===== src/rtl/sng_sched_if.sv =====
// Requester, response and shared-SNG signals of the SNG scheduler.
// slave is the scheduler's view; master is the environment's view.
interface sng_sched_if #(
  parameter int unsigned NREQ      = 4,
  parameter int unsigned bsl       = 255,
  parameter int unsigned reg_width = $clog2(bsl)
) ();
  localparam int unsigned IDW = $clog2(NREQ);

  logic [NREQ-1:0]           req;
  logic [NREQ*reg_width-1:0] val;
  logic [NREQ-1:0]           gnt;
  logic                      busy;
  logic                      rsp_valid;
  logic                      rsp_ready;
  logic [IDW-1:0]            rsp_id;
  logic [bsl-1:0]            rsp_sbs;
  logic                      err;
  logic                      sng_start;
  logic [reg_width-1:0]      sng_val;
  logic                      sng_done;
  logic [bsl-1:0]            sng_sbs;

  modport slave (
    input  req, val, rsp_ready, sng_done, sng_sbs,
    output gnt, busy, rsp_valid, rsp_id, rsp_sbs, err, sng_start, sng_val
  );

  modport master (
    output req, val, rsp_ready, sng_done, sng_sbs,
    input  gnt, busy, rsp_valid, rsp_id, rsp_sbs, err, sng_start, sng_val
  );
endinterface


===== src/rtl/sng_sched.sv =====
// Round-robin scheduler sharing one stochastic number generator among NREQ requesters.
// All outputs are registered: gnt shows in ISSUE, sng_start in the first WAIT cycle.
module sng_sched #(
  parameter int unsigned NREQ      = 4,
  parameter int unsigned bsl       = 255,
  parameter int unsigned reg_width = $clog2(bsl),
  parameter int unsigned TMO       = bsl + 8
) (
  input logic        clk,
  input logic        rst,
  sng_sched_if.slave bus
);
  localparam int unsigned IDW = $clog2(NREQ);
  localparam int unsigned WDW = $clog2(TMO + 1);

  typedef enum logic [1:0] {StIdle, StIssue, StWait, StResp} state_e;

  state_e               r_state, w_state_d;
  logic [IDW-1:0]       r_ptr, w_ptr_d;
  logic [IDW-1:0]       r_id, w_id_d;
  logic [WDW-1:0]       r_wdog, w_wdog_d;
  logic                 r_err, w_err_d;
  logic [NREQ-1:0]      r_gnt, w_gnt_d;
  logic                 r_sng_start, w_sng_start_d;
  logic [reg_width-1:0] r_sng_val, w_sng_val_d;
  logic                 r_rsp_valid, w_rsp_valid_d;
  logic [IDW-1:0]       r_rsp_id, w_rsp_id_d;
  logic [bsl-1:0]       r_rsp_sbs, w_rsp_sbs_d;

  logic                 w_any;
  logic [IDW-1:0]       w_sel;
  logic [IDW:0]         w_idx;
  logic [IDW-1:0]       w_ptr_inc;

  // Explicit wrap so non-power-of-two NREQ stays in range.
  always_comb begin
    w_any = 1'b0;
    w_sel = '0;
    w_idx = '0;
    for (int unsigned i = 0; i < NREQ; i++) begin
      w_idx = {1'b0, r_ptr} + (IDW+1)'(i);
      if (w_idx >= (IDW+1)'(NREQ)) w_idx = w_idx - (IDW+1)'(NREQ);
      if (!w_any && bus.req[w_idx[IDW-1:0]]) begin
        w_any = 1'b1;
        w_sel = w_idx[IDW-1:0];
      end
    end
  end

  assign w_ptr_inc = (r_id == IDW'(NREQ - 1)) ? '0 : r_id + 1'b1;

  always_comb begin
    w_state_d     = r_state;
    w_ptr_d       = r_ptr;
    w_id_d        = r_id;
    w_wdog_d      = r_wdog;
    w_err_d       = r_err;
    w_gnt_d       = '0;
    w_sng_start_d = 1'b0;
    w_sng_val_d   = r_sng_val;
    w_rsp_valid_d = r_rsp_valid;
    w_rsp_id_d    = r_rsp_id;
    w_rsp_sbs_d   = r_rsp_sbs;
    unique case (r_state)
      StIdle: begin
        if (w_any) begin
          w_gnt_d     = NREQ'(1) << w_sel;
          w_id_d      = w_sel;
          w_sng_val_d = bus.val[int'(w_sel) * reg_width +: reg_width];
          w_state_d   = StIssue;
        end
      end
      StIssue: begin
        w_sng_start_d = 1'b1;
        w_wdog_d      = '0;
        w_state_d     = StWait;
      end
      StWait: begin
        w_wdog_d = r_wdog + 1'b1;
        // wdog==0 marks the first WAIT cycle, where done may be left over from the last run.
        if (bus.sng_done && (r_wdog != '0)) begin
          w_rsp_sbs_d   = bus.sng_sbs;
          w_rsp_id_d    = r_id;
          w_rsp_valid_d = 1'b1;
          w_state_d     = StResp;
        end else if (r_wdog == WDW'(TMO - 1)) begin
          w_err_d   = 1'b1;
          w_ptr_d   = w_ptr_inc;
          w_state_d = StIdle;
        end
      end
      StResp: begin
        if (bus.rsp_ready) begin
          w_rsp_valid_d = 1'b0;
          w_ptr_d       = w_ptr_inc;
          w_state_d     = StIdle;
        end
      end
      default: w_state_d = StIdle;
    endcase
  end

  always_ff @(posedge clk) begin
    if (rst) begin
      r_state     <= StIdle;
      r_ptr       <= '0;
      r_id        <= '0;
      r_wdog      <= '0;
      r_err       <= 1'b0;
      r_gnt       <= '0;
      r_sng_start <= 1'b0;
      r_sng_val   <= '0;
      r_rsp_valid <= 1'b0;
      r_rsp_id    <= '0;
      r_rsp_sbs   <= '0;
    end else begin
      r_state     <= w_state_d;
      r_ptr       <= w_ptr_d;
      r_id        <= w_id_d;
      r_wdog      <= w_wdog_d;
      r_err       <= w_err_d;
      r_gnt       <= w_gnt_d;
      r_sng_start <= w_sng_start_d;
      r_sng_val   <= w_sng_val_d;
      r_rsp_valid <= w_rsp_valid_d;
      r_rsp_id    <= w_rsp_id_d;
      r_rsp_sbs   <= w_rsp_sbs_d;
    end
  end

  assign bus.gnt       = r_gnt;
  assign bus.busy      = (r_state != StIdle);
  assign bus.rsp_valid = r_rsp_valid;
  assign bus.rsp_id    = r_rsp_id;
  assign bus.rsp_sbs   = r_rsp_sbs;
  assign bus.err       = r_err;
  assign bus.sng_start = r_sng_start;
  assign bus.sng_val   = r_sng_val;
endmodule

===== src/flat_wrapper.sv =====
// flat-port wrapper written by rule: the top's interface ports become plain ports
module sng_sched_flat 
#(
  parameter int unsigned NREQ      = 4,
  parameter int unsigned bsl       = 255,
  parameter int unsigned reg_width = $clog2(bsl),
  parameter int unsigned TMO       = bsl + 8
)
  (clk, rst, bus_req, bus_val, bus_rsp_ready, bus_sng_done, bus_sng_sbs, bus_gnt, bus_busy, bus_rsp_valid, bus_rsp_id, bus_rsp_sbs, bus_err, bus_sng_start, bus_sng_val);
  sng_sched_if #(.NREQ(NREQ), .bsl(bsl), .reg_width(reg_width)) bus_i ();
  input logic clk;
  input logic rst;
  input wire logic [$bits(bus_i.req)-1:0] bus_req;
  input wire logic [$bits(bus_i.val)-1:0] bus_val;
  input wire logic [$bits(bus_i.rsp_ready)-1:0] bus_rsp_ready;
  input wire logic [$bits(bus_i.sng_done)-1:0] bus_sng_done;
  input wire logic [$bits(bus_i.sng_sbs)-1:0] bus_sng_sbs;
  output wire logic [$bits(bus_i.gnt)-1:0] bus_gnt;
  output wire logic [$bits(bus_i.busy)-1:0] bus_busy;
  output wire logic [$bits(bus_i.rsp_valid)-1:0] bus_rsp_valid;
  output wire logic [$bits(bus_i.rsp_id)-1:0] bus_rsp_id;
  output wire logic [$bits(bus_i.rsp_sbs)-1:0] bus_rsp_sbs;
  output wire logic [$bits(bus_i.err)-1:0] bus_err;
  output wire logic [$bits(bus_i.sng_start)-1:0] bus_sng_start;
  output wire logic [$bits(bus_i.sng_val)-1:0] bus_sng_val;
  assign bus_i.req = bus_req;
  assign bus_i.val = bus_val;
  assign bus_i.rsp_ready = bus_rsp_ready;
  assign bus_i.sng_done = bus_sng_done;
  assign bus_i.sng_sbs = bus_sng_sbs;
  assign bus_gnt = bus_i.gnt;
  assign bus_busy = bus_i.busy;
  assign bus_rsp_valid = bus_i.rsp_valid;
  assign bus_rsp_id = bus_i.rsp_id;
  assign bus_rsp_sbs = bus_i.rsp_sbs;
  assign bus_err = bus_i.err;
  assign bus_sng_start = bus_i.sng_start;
  assign bus_sng_val = bus_i.sng_val;
  sng_sched #(.NREQ(NREQ), .bsl(bsl), .reg_width(reg_width), .TMO(TMO)) u_core (.clk(clk), .rst(rst), .bus(bus_i));
endmodule

===== config.mk =====
export PLATFORM = sky130hd
export DESIGN_NAME = sng_sched_flat
export DESIGN_NICKNAME = d
export VERILOG_FILES = /design/src/rtl/sng_sched_if.sv /design/src/rtl/sng_sched.sv /design/src/flat_wrapper.sv
export SDC_FILE = /design/constraint.sdc
export NUM_CORES = 1
export LEC_CHECK = 0
export CORE_AREA = 8 8 216 218
export CTS_CLUSTER_SIZE = 28
export DETAILED_ROUTE_END_ITERATION = 16
export DIE_AREA = 0 0 224 226
export GPL_TIMING_DRIVEN = 0
export HOLD_SLACK_MARGIN = 0.08
export SETUP_SLACK_MARGIN = 0.02
export SLEW_MARGIN = 20
export SYNTH_ARGS = -nofsm -noshare
export SYNTH_HDL_FRONTEND = slang
export SYNTH_SLANG_ARGS = --single-unit

===== constraint.sdc =====
create_clock -name clk -period 3.4 [get_ports clk]
set_input_delay 0.51 -clock clk [delete_from_list [all_inputs] [get_ports clk]]
set_output_delay 0.51 -clock clk [all_outputs]
set_load 0.03 [all_outputs]

# Word-level counts from Yosys, hierarchy flattened
# Cells that the tools add are included.
[classes] addsub=9 shift=2 n_lt_le_gt_ge=8 n_reduce_logical=19 mux=35 bitwise_logic=3 n_eq_ne=11
[op_table] operator="2-to-1 mux 2 bit" n=16
[op_table] operator="indexed part select 32 x 6 -> 8 bit" n=1
[op_table] operator="one-hot mux 9 bit (2 select lines)" n=1
[op_table] operator="< comparator 2 x 3 -> 1 bit, second input constant" n=4
[op_table] operator="2-to-1 mux 1 bit" n=11
[op_table] operator="adder 9 x 1 -> 9 bit, second input constant" n=1
[op_table] operator="equality test 9 bit, second input constant" n=1
[op_table] operator=">= comparator 3 bit, second input constant" n=3
[op_table] operator="AND reduction 3 bit" n=3
[op_table] operator="nonzero test 9 bit" n=1
[op_table] operator="binary-select mux 1 bit (select 2 bit)" n=4
[op_table] operator="one-hot mux 2 bit (4 select lines)" n=1
[op_table] operator="subtractor 2 x 1 -> 2 bit, second input constant" n=4
[op_table] operator="adder 2 x 2 -> 3 bit, second input constant" n=2
[op_table] operator="equality test 2 bit, second input constant" n=3
[op_table] operator="inequality test 2 x 1 -> 1 bit, second input constant" n=3
[op_table] operator="nonzero test 2 bit" n=3
[op_table] operator="logical AND 1 bit" n=4
[op_table] operator="inequality test 2 bit, second input constant" n=2
[op_table] operator="one-hot mux 2 bit (2 select lines)" n=1
[op_table] operator="AND reduction 2 bit" n=2
[op_table] operator="AND reduction 4 bit" n=1
[op_table] operator="<< shifter 1 x 2 -> 4 bit, first input constant" n=1
[op_table] operator="adder 2 x 1 -> 3 bit, second input constant" n=1
[op_table] operator="9 further kinds" n=13
[totals] wordCells=98 output_inout_bits=273 ff_bits=287 input_bits=295

# Depth between registers and ports, before layout
# Gate-level depths: netlist of the first run.
[logic_depth] depth_word=16 depth_mapped=10 depth_no_buf=7

# Worst setup path before layout of the first run
# OpenSTA, ideal clock, no wires.
[synth_timing] path_kind="flip-flop to flip-flop" startpoint="reg u_core.r_wdog[0]" endpoint="reg u_core.r_rsp_sbs[20], in the netlist u_core.bus.rsp_sbs[20]" stages_incl_launch_ff=11 synth_period_minus_slack_ns=1.875 slack_ns=1.525 arrival_ns=1.739 required_ns=3.264 setup_time_ns=0.136 path_buffers=3 cell_sequence="dfxtp_1 > inv_1 > ha_1 > nor4b_1 > a21o_2 > or2_1 > buf_4 > buf_6 > buf_6 > nand2_2 > a21oi_2"
[synth_via] elab_chain_cells=3
[synth_rtl] element="start: declaration" line="sng_sched.sv:21" text="logic [WDW-1:0] r_wdog, w_wdog_d;"
[synth_rtl] element="start signal: assignment" line="sng_sched.sv:120" text="r_wdog <= w_wdog_d;"
[synth_rtl] element="nonzero test 9 bit" line="sng_sched.sv:81" text="if (bus.sng_done && (r_wdog != '0)) begin"
[synth_rtl] element="logical AND 1 bit" line="sng_sched.sv:81"
[synth_rtl] element="AND reduction 2 bit (no source line)"
[synth_rtl] element="end signal: assignment" line="sng_sched.sv:127" text="r_rsp_sbs <= w_rsp_sbs_d;"
[synth_rtl] element="end: declaration" line="sng_sched.sv:28" text="logic [bsl-1:0] r_rsp_sbs, w_rsp_sbs_d;"
# No other way between the ends.
# A chain may end at the register's enable or synchronous reset.

# Final worst setup path of the first run
[layout_timing] startpoint="reg u_core.r_state[0]" endpoint="out bus_busy"
[layout_via] elab_chain_cells=1
[layout_rtl] element="start: declaration" line="sng_sched.sv:18" text="state_e r_state, w_state_d;"
[layout_rtl] element="start signal: assignment" line="sng_sched.sv:105" text="r_state <= StIdle;"
[layout_rtl] element="start signal: assignment" line="sng_sched.sv:117" text="r_state <= w_state_d;"
[layout_rtl] element="nonzero test 2 bit" line="sng_sched.sv:132" text="assign bus.busy = (r_state != StIdle);"
[layout_rtl] element="end: declaration" line="flat_wrapper.sv:19" text="output wire logic [$bits(bus_i.busy)-1:0] bus_busy;"
# No other way between the ends.

==> summary.md, run 1 <==
| Metric | Value |
|---|---|
| CTS root buf | clkbuf_16 |
| Area grow syn2layout | 72.1% |
| First-pass GRT wire length | 66,100 um |
| WL final | 45,400 um |
| Final core occ | 0.419 |
| Mapped Area | 10,600 sq um |
| # nets final | 2,201 |
| Clock buffer depth | 3 |
| Routability Congestion | 0.877 |
| GRT Max-Usage Layer | met2 |
| Syn nets | 1,598 |
| Reg2reg start | u_core.r_wdog[0] |
| # fillers | 4,354 |
| Peak VDD IR | 389 uV |
| Commonest non-fill, non-tap cells in the layout | 566 x clkdlybuf4s50_1, 520 x nand2_1, 287 x dfxtp_1 |
| R2r setup slk | 960 ps |
| Met1 usage | 0.178 |
| Final hold violations | 0 |
| Multi-input logic area | 4210 sq um |
| Number of port buffers | 566 |
| Slew Limit Fails | 0 |
| Die Wd | 224 um |
| # Post-CTS Setup Buffers | 0 |
| Crit end category | output pin |
| Effective utilization at floorplan | 0.243 |
| FF/Latch Area | 5750 sq um |
| Overflow after GRT | 0 |
| Clk_skew | 15.5 ps |
| Met2 Usage GRT | 0.298 |
| First-pass DRT Iterations | 5 |
| Core ar. | 43,500 sq um |
| Worst hold path type | reg -> reg |
| Crit-path max FO | 5 |
| Via count | 10,900 |
| Worst-skew pair later-pin latency | 530 ps |
| Status | complete, no violations |
| Sequential-to-total area share from yosys stat | 0.544 |
| Worst Path Required | 2890 ps |
| Setup tns final | 0 ps |
| R2R Path End | u_core.bus.rsp_sbs[135] |
| Initial antenna violation count | 2 |
| Most common cell after layout, fill and taps aside | clkdlybuf4s50_1 |
| H-tree depth | 2 |
| WL/cell | 18.1 um |
| Startpoint Class | flip-flop |
| Worst Path Class, Setup | reg -> out |
| Worst Setup EP | bus_busy |
| Worst-path clk slew | 60 ps |
| CTS Buf Count | 35 |
| Largest net degree at the start of global routing | 14 |
| Worst Path Arrival | 2070 ps |
| Routing usage on met3 | 0.0653 |
| Dpl ws | 604 ps |
| DRC | 0 |
| Tot GR Track Use | 0.169 |
| CTS tree | yes |
| Cell Pwr Density | 489 nW/um^2 |
| Die height | 226 um |
| RSZ-0062 raised after global routing | false |
| Pleak | 0.00622 uW |
| Hold buffer count at cts | 0 |
| Die footprint | 50,600 sq um |
| Vias in the first global route | 11,000 |
| Resize count post-CTS | 0 |
| Via/cell ratio | 4.31 |
| FF-to-FF path depth | 9 |
| 1st-iter DRT viols | 452 |
| Yosys warns | 0 |
| Post-Syn Instances | 1,294 |
| Setup-failing EPs final | 0 |
| Share of cells above drive strength 1 | 0.0718 |
| Final HPWL DP | 36,000 um |
| Site Rows | 77 |
| Synth unique cells | 40 |
| Tmin final | 2580 ps |
| Final ANT Viol Nets | 0 |
| Max Clk Rate | 387 MHz |
| I/O pins | 568 |
| Syn avg cell area | 8.17 sq um |
| Clk sinks | 287 |
| Max-cap violations | 0 |
| Flops & latches, synth | 287 |
| Worst slew margin | 0.517 |
| Post-route setup slack | 816 ps |
| Worst-margin pin slew | 725 ps |
| Crit. Startpoint | u_core.r_state[0] |
| Final period utilization | 0.760 |
worst max-delay path, cell delays in order, from the launching register on:
cell	delay, ps
dfxtp_1	410
inv_1	110
ha_1	260
inv_1	70
clkdlybuf4s50_1	690
how the worst min path moves through the flow:
stage                                  startpoint  slack (ps)  cells past startpoint                       to
after floorplan                    u_core.r_id[1]         450                      2     u_core.bus.rsp_id[1]
after global placement             u_core.bus.err         430                      2           u_core.bus.err
after detailed placement           u_core.bus.err         440                      2           u_core.bus.err
after CTS                 u_core.bus.rsp_sbs[239]         450                      2  u_core.bus.rsp_sbs[239]
after global routing      u_core.bus.rsp_sbs[197]         470                      2  u_core.bus.rsp_sbs[197]
final                              u_core.bus.err         450                      2           u_core.bus.err
metal layers:
| layer | vias to the layer above | share of wire |
|---|---|---|
| li1 | 5415 | - |
| met1 | 4958 | 0.38 |
| met2 | 402 | 0.50 |
| met3 | 76 | 0.094 |
| met4 | 0 | 0.032 |
| met5 | - | 0 |
cells by family (layout without fill, tap and decap cells):
family / Yosys count / count (layout) / share of synthesized area
flip-flops: 287 / 287 / 0.544
adder cells (fa/ha/maj): 9 / 9 / 0.0107
AO/OA/AOI/OAI: 289 / 289 / 0.147
AND/OR/NAND/NOR: 578 / 578 / 0.216
multiplexers: 22 / 22 / 0.0208
XOR/XNOR: 5 / 5 / 0.00414
other: 0 / 2 / 0
buffers and inverters: 104 / 731 / 0.0581
state kept, by name (all words and copies together), names as in the netlist:
name / flops
u_core.bus.rsp_id: 2
u_core.r_wdog: 9
u_core.r_id: 2
u_core.r_state: 2
u_core.bus.rsp_sbs: 255
u_core.bus.sng_val: 8
u_core.bus.rsp_valid: 1
u_core.bus.err: 1
u_core.bus.gnt: 4
u_core.r_ptr: 2
u_core.bus.sng_start: 1
cell type report:
| class | instances | area share |
|---|---|---|
| well taps | 592 | 0.0407 |
| diodes | 2 | 0.000275 |
| flip-flops and latches | 287 | 0.316 |
| repair buffers | 566 | 0.312 |
| clock buffers | 52 | 0.0606 |
| multi-input cells | 903 | 0.231 |
| clock inverters | 9 | 0.00585 |
| inverters | 12 | 0.00248 |
| plain buffers | 92 | 0.0313 |
cell usage after synthesis (all sizes together):
library cell,instances,share of area
a21o,4,0.0030
mux2i,22,0.021
nor3b,1,0.00071
xnor2,1,0.00083
ha,9,0.011
or3,3,0.0018
a21oi,263,0.13
o211ai,1,0.00071
a31oi,1,0.00059
nor4,2,0.0026
nor2b,4,0.0024
a211oi,3,0.0021
nand2,530,0.19
and4b,1,0.00095
o32ai,1,0.00083
xor2,4,0.0033
o221ai,8,0.0066
nand4,3,0.0018
o22a,1,0.00083
clkbuf,35,0.012
buf,57,0.041
o22ai,1,0.00059
dfxtp,287,0.54
inv,12,0.0043
and3,1,0.00059
or2,2,0.0012
a22oi,2,0.0014
nand2b,6,0.0036
nor2,24,0.0088
o21ai,4,0.0019
nor4b,1,0.00083
metrics by stage:
step,cell area (sq um),hold slack (ps),total power (uW),std cells
finish,18200,448,8890,2515
global route,18200,465,9270,2515
CTS,18200,453,9030,2513
detailed placement,17000,443,5090,2452
global placement,17000,435,5070,2452
floorplan,10600,448,4320,1294
power by group:
part	internal [uW]	leakage (uW)	total, uW	switching [uW]
Sequential	3500	0.00231	3580	84.2
Combinational	695	0.00331	1430	736
Clock	2390	0.000596	3870	1480
Total	6590	0.00622	8890	2300
No activity file was read; power rests on OpenSTA's default activity.
==> inputs of run 2 (changes only) <==
--- a/config.mk
+++ b/config.mk
@@ -5,10 +5,10 @@
 export SDC_FILE = /design/constraint.sdc
 export NUM_CORES = 1
 export LEC_CHECK = 0
-export CORE_AREA = 8 8 216 218
+export CORE_AREA = 8 8 217 219
 export CTS_CLUSTER_SIZE = 28
 export DETAILED_ROUTE_END_ITERATION = 16
-export DIE_AREA = 0 0 224 226
+export DIE_AREA = 0 0 225 227
 export GPL_TIMING_DRIVEN = 0
 export HOLD_SLACK_MARGIN = 0.08
 export SETUP_SLACK_MARGIN = 0.02
==> constraint.sdc (replaced) <==
create_clock -name clk -period 2.1 [get_ports clk]
set_input_delay 0.315 -clock clk [delete_from_list [all_inputs] [get_ports clk]]
set_output_delay 0.315 -clock clk [all_outputs]
set_load 0.03 [all_outputs]
==> run 2 against run 1 <==
Non-clock buffer count increased by 4. Worst setup slack got worse by 730 ps. First-iteration DRC count down 8.2%. Clock-buffer cell count stayed put. Clock skew is 1.1 ps higher. Via count hardly changed. Largest power group unchanged.
==> summary.md, run 2 (same netlist as run 1, synthesis figures left out) <==
| Metric | Value |
|---|---|
| Setup-failing EPs final | 0 (unchanged) |
| DRC | 0 (unchanged) |
| Beginning of the worst hold path | bus_sng_sbs[240] (was u_core.bus.err) |
| Worst Path Arrival | 2390 ps (was 2070 ps) |
| # fillers | 4,386 (was 4,354) |
| Largest net degree at the start of global routing | 13 (was 14) |
| Worst-skew pair later-pin latency | 520 ps (was 530 ps) |
| Core ar. | 43,600 sq um (was 43,500 sq um) |
| Share of cells above drive strength 1 | 0.0764 (was 0.0718) |
| Crit. Startpoint | bus_req[3] (was u_core.r_state[0]) |
| FF/Latch Area | 5750 sq um (about the same) |
| Tot GR Track Use | 0.165 (was 0.169) |
| GRT Max-Usage Layer | met2 (unchanged) |
| Clock buffer depth | 3 (unchanged) |
| Via count | 10,800 (was 10,900) |
| Status | complete, no violations (unchanged) |
| Placed inst area | 17,000 sq um (unchanged) |
| Die height | 227 um (was 226 um) |
| Routing usage on met3 | 0.0598 (was 0.0653) |
| Vias in the first global route | 10,900 (was 11,000) |
| Multi-input logic area | 4220 sq um (was 4210 sq um) |
| Final hold violations | 0 (unchanged) |
| Initial antenna violation count | 0 (was 2) |
| Peak VDD IR | 594 uV (was 389 uV) |
| Commonest non-fill, non-tap cells in the layout | 565 x clkdlybuf4s50_1, 520 x nand2_1, 284 x dfxtp_1 (was 566 x clkdlybuf4s50_1, 520 x nand2_1, 287 x dfxtp_1) |
| Worst hold path type | in -> reg (was reg -> reg) |
| H-tree depth | 2 (unchanged) |
| Max-cap violations | 0 (unchanged) |
| CTS tree | yes (unchanged) |
| CTS Buf Count | 35 (unchanged) |
| Final ANT Viol Nets | 0 (unchanged) |
| Worst-margin pin slew | 887 ps (was 725 ps) |
| Effective utilization at floorplan | 0.242 (was 0.243) |
| Die Wd | 225 um (was 224 um) |
| Met1 usage | 0.175 (was 0.178) |
| Crit-path max FO | 10 (was 5) |
| Slew Limit Fails | 0 (unchanged) |
| Pleak | 0.00624 uW (was 0.00622 uW) |
| Final core occ | 0.419 (about the same) |
| Site Rows | 77 (unchanged) |
| Worst slew margin | 0.408 (was 0.517) |
| Number of port buffers | 566 (unchanged) |
| Die footprint | 51,100 sq um (was 50,600 sq um) |
| Met2 Usage GRT | 0.301 (was 0.298) |
| Crit end category | flip-flop (was output pin) |
| Worst Path Class, Setup | in -> reg (was reg -> out) |
| # nets final | 2,205 (was 2,201) |
| Reg2reg start | u_core.r_wdog[0] (unchanged) |
| Area grow syn2layout | 73.0% (was 72.1%) |
| I/O pins | 568 (unchanged) |
| Setup tns final | 0 ps (unchanged) |
| WL/cell | 17.9 um (was 18.1 um) |
| Most common cell after layout, fill and taps aside | clkdlybuf4s50_1 (unchanged) |
| Max Clk Rate | 497 MHz |
| CTS root buf | clkbuf_16 (unchanged) |
| Cell Pwr Density | 771 nW/um^2 (was 489 nW/um^2) |
| Final Cell Area | 18,300 sq um (was 18,200 sq um) |
| WL final | 45,000 um (was 45,400 um) |
| Via/cell ratio | 4.31 (about the same) |
| Tmin final | 2010 ps |
| Clk sinks | 287 (unchanged) |
| Routability Congestion | 0.853 (was 0.877) |
| RSZ-0062 raised after global routing | true (was false) |
| 1st-iter DRT viols | 415 (was 452) |
| Worst-path clk slew | 60 ps (about the same) |
| Worst Path Required | 2480 ps (was 2890 ps) |
| Clk_skew | 16.7 ps (was 15.5 ps) |
| Final period utilization | 0.959 |
| Largest register FFs | 255 (unchanged) |
| Startpoint Class | input pin (was flip-flop) |
| Final HPWL DP | 35,900 um (was 36,000 um) |
| Overflow after GRT | 0 (unchanged) |
| First-pass DRT Iterations | 4 (was 5) |
| First-pass GRT wire length | 65,100 um (was 66,100 um) |
==> run 2: metrics by stage <==
stage          hold WS [ps]  total power (uW)  worst slack (ps)  cells
3_3_place_gp            441              8220              -485   2452
5_1_grt                 304             14700             -1.96   2517
3_5_place_dp            446              8240              -469   2452
2_1_floorplan           448              7000               225   1294
4_1_cts                 290             14300              21.5   2515
6_report                337             14100              86.7   2518
==> run 2: timing repair <==
action / CTS / global route
setup buffers: 3 / 2
hold buffers: 0 / 0
pin swaps: 1 / 2
gates resized for setup: 33 / 9
setup endpoints to repair: 252 / 240
hold endpoints to repair: 0 / 0
==> run 2: power breakdown <==
group	internal [uW]	switching, uW	leakage [uW]	total, uW
combinational	1150	1200	0.00336	2350
clock	3620	2320	0.000560	5940
sequential	5670	139	0.00232	5800
==> run 2: critical path, stage by stage <==
cell	delay (ps)
clkdlybuf4s50_1	470
nor4_1	490
nand2b_1	280
nor2_1	80
nand2b_1	100
clkbuf_1	440
o221ai_1	210
==> run 2: per-layer routing <==
metal	routed length [um]	vias up
met5	0	-
met4	1270	0
met3	3760	69
met2	23000	376
met1	16900	4992
li1	-	5409
==> run 2: layout make-up <==
cell class                 count  area share
clock buffer                  52      0.0581
inverter                      12     0.00246
antenna                        1    0.000137
sequential                   287       0.315
buffer                        91      0.0363
tap                          592      0.0405
multi-input combinational    903       0.231
clock inverter                 9     0.00431
timing repair buffer         571       0.313
==> run 2: final timing paths <==
path                                  end  slack, ps  depth (start not counted)
setup / recovery    u_core.bus.sng_val[4]         90                          7
hold / removal    u_core.bus.rsp_sbs[240]        340                          3
setup reg to reg  u_core.bus.rsp_sbs[175]        140                         10
hold reg to reg   u_core.bus.rsp_sbs[176]        450                          2
==> inputs of run 3 (changes only) <==
--- a/config.mk
+++ b/config.mk
@@ -12,7 +12,6 @@
 export GPL_TIMING_DRIVEN = 0
 export HOLD_SLACK_MARGIN = 0.08
 export SETUP_SLACK_MARGIN = 0.02
-export SLEW_MARGIN = 20
 export SYNTH_ARGS = -nofsm -noshare
 export SYNTH_HDL_FRONTEND = slang
 export SYNTH_SLANG_ARGS = --single-unit
==> results of run 3 <==
The final DEF is identical to that of run 2; final timing and power are the same.
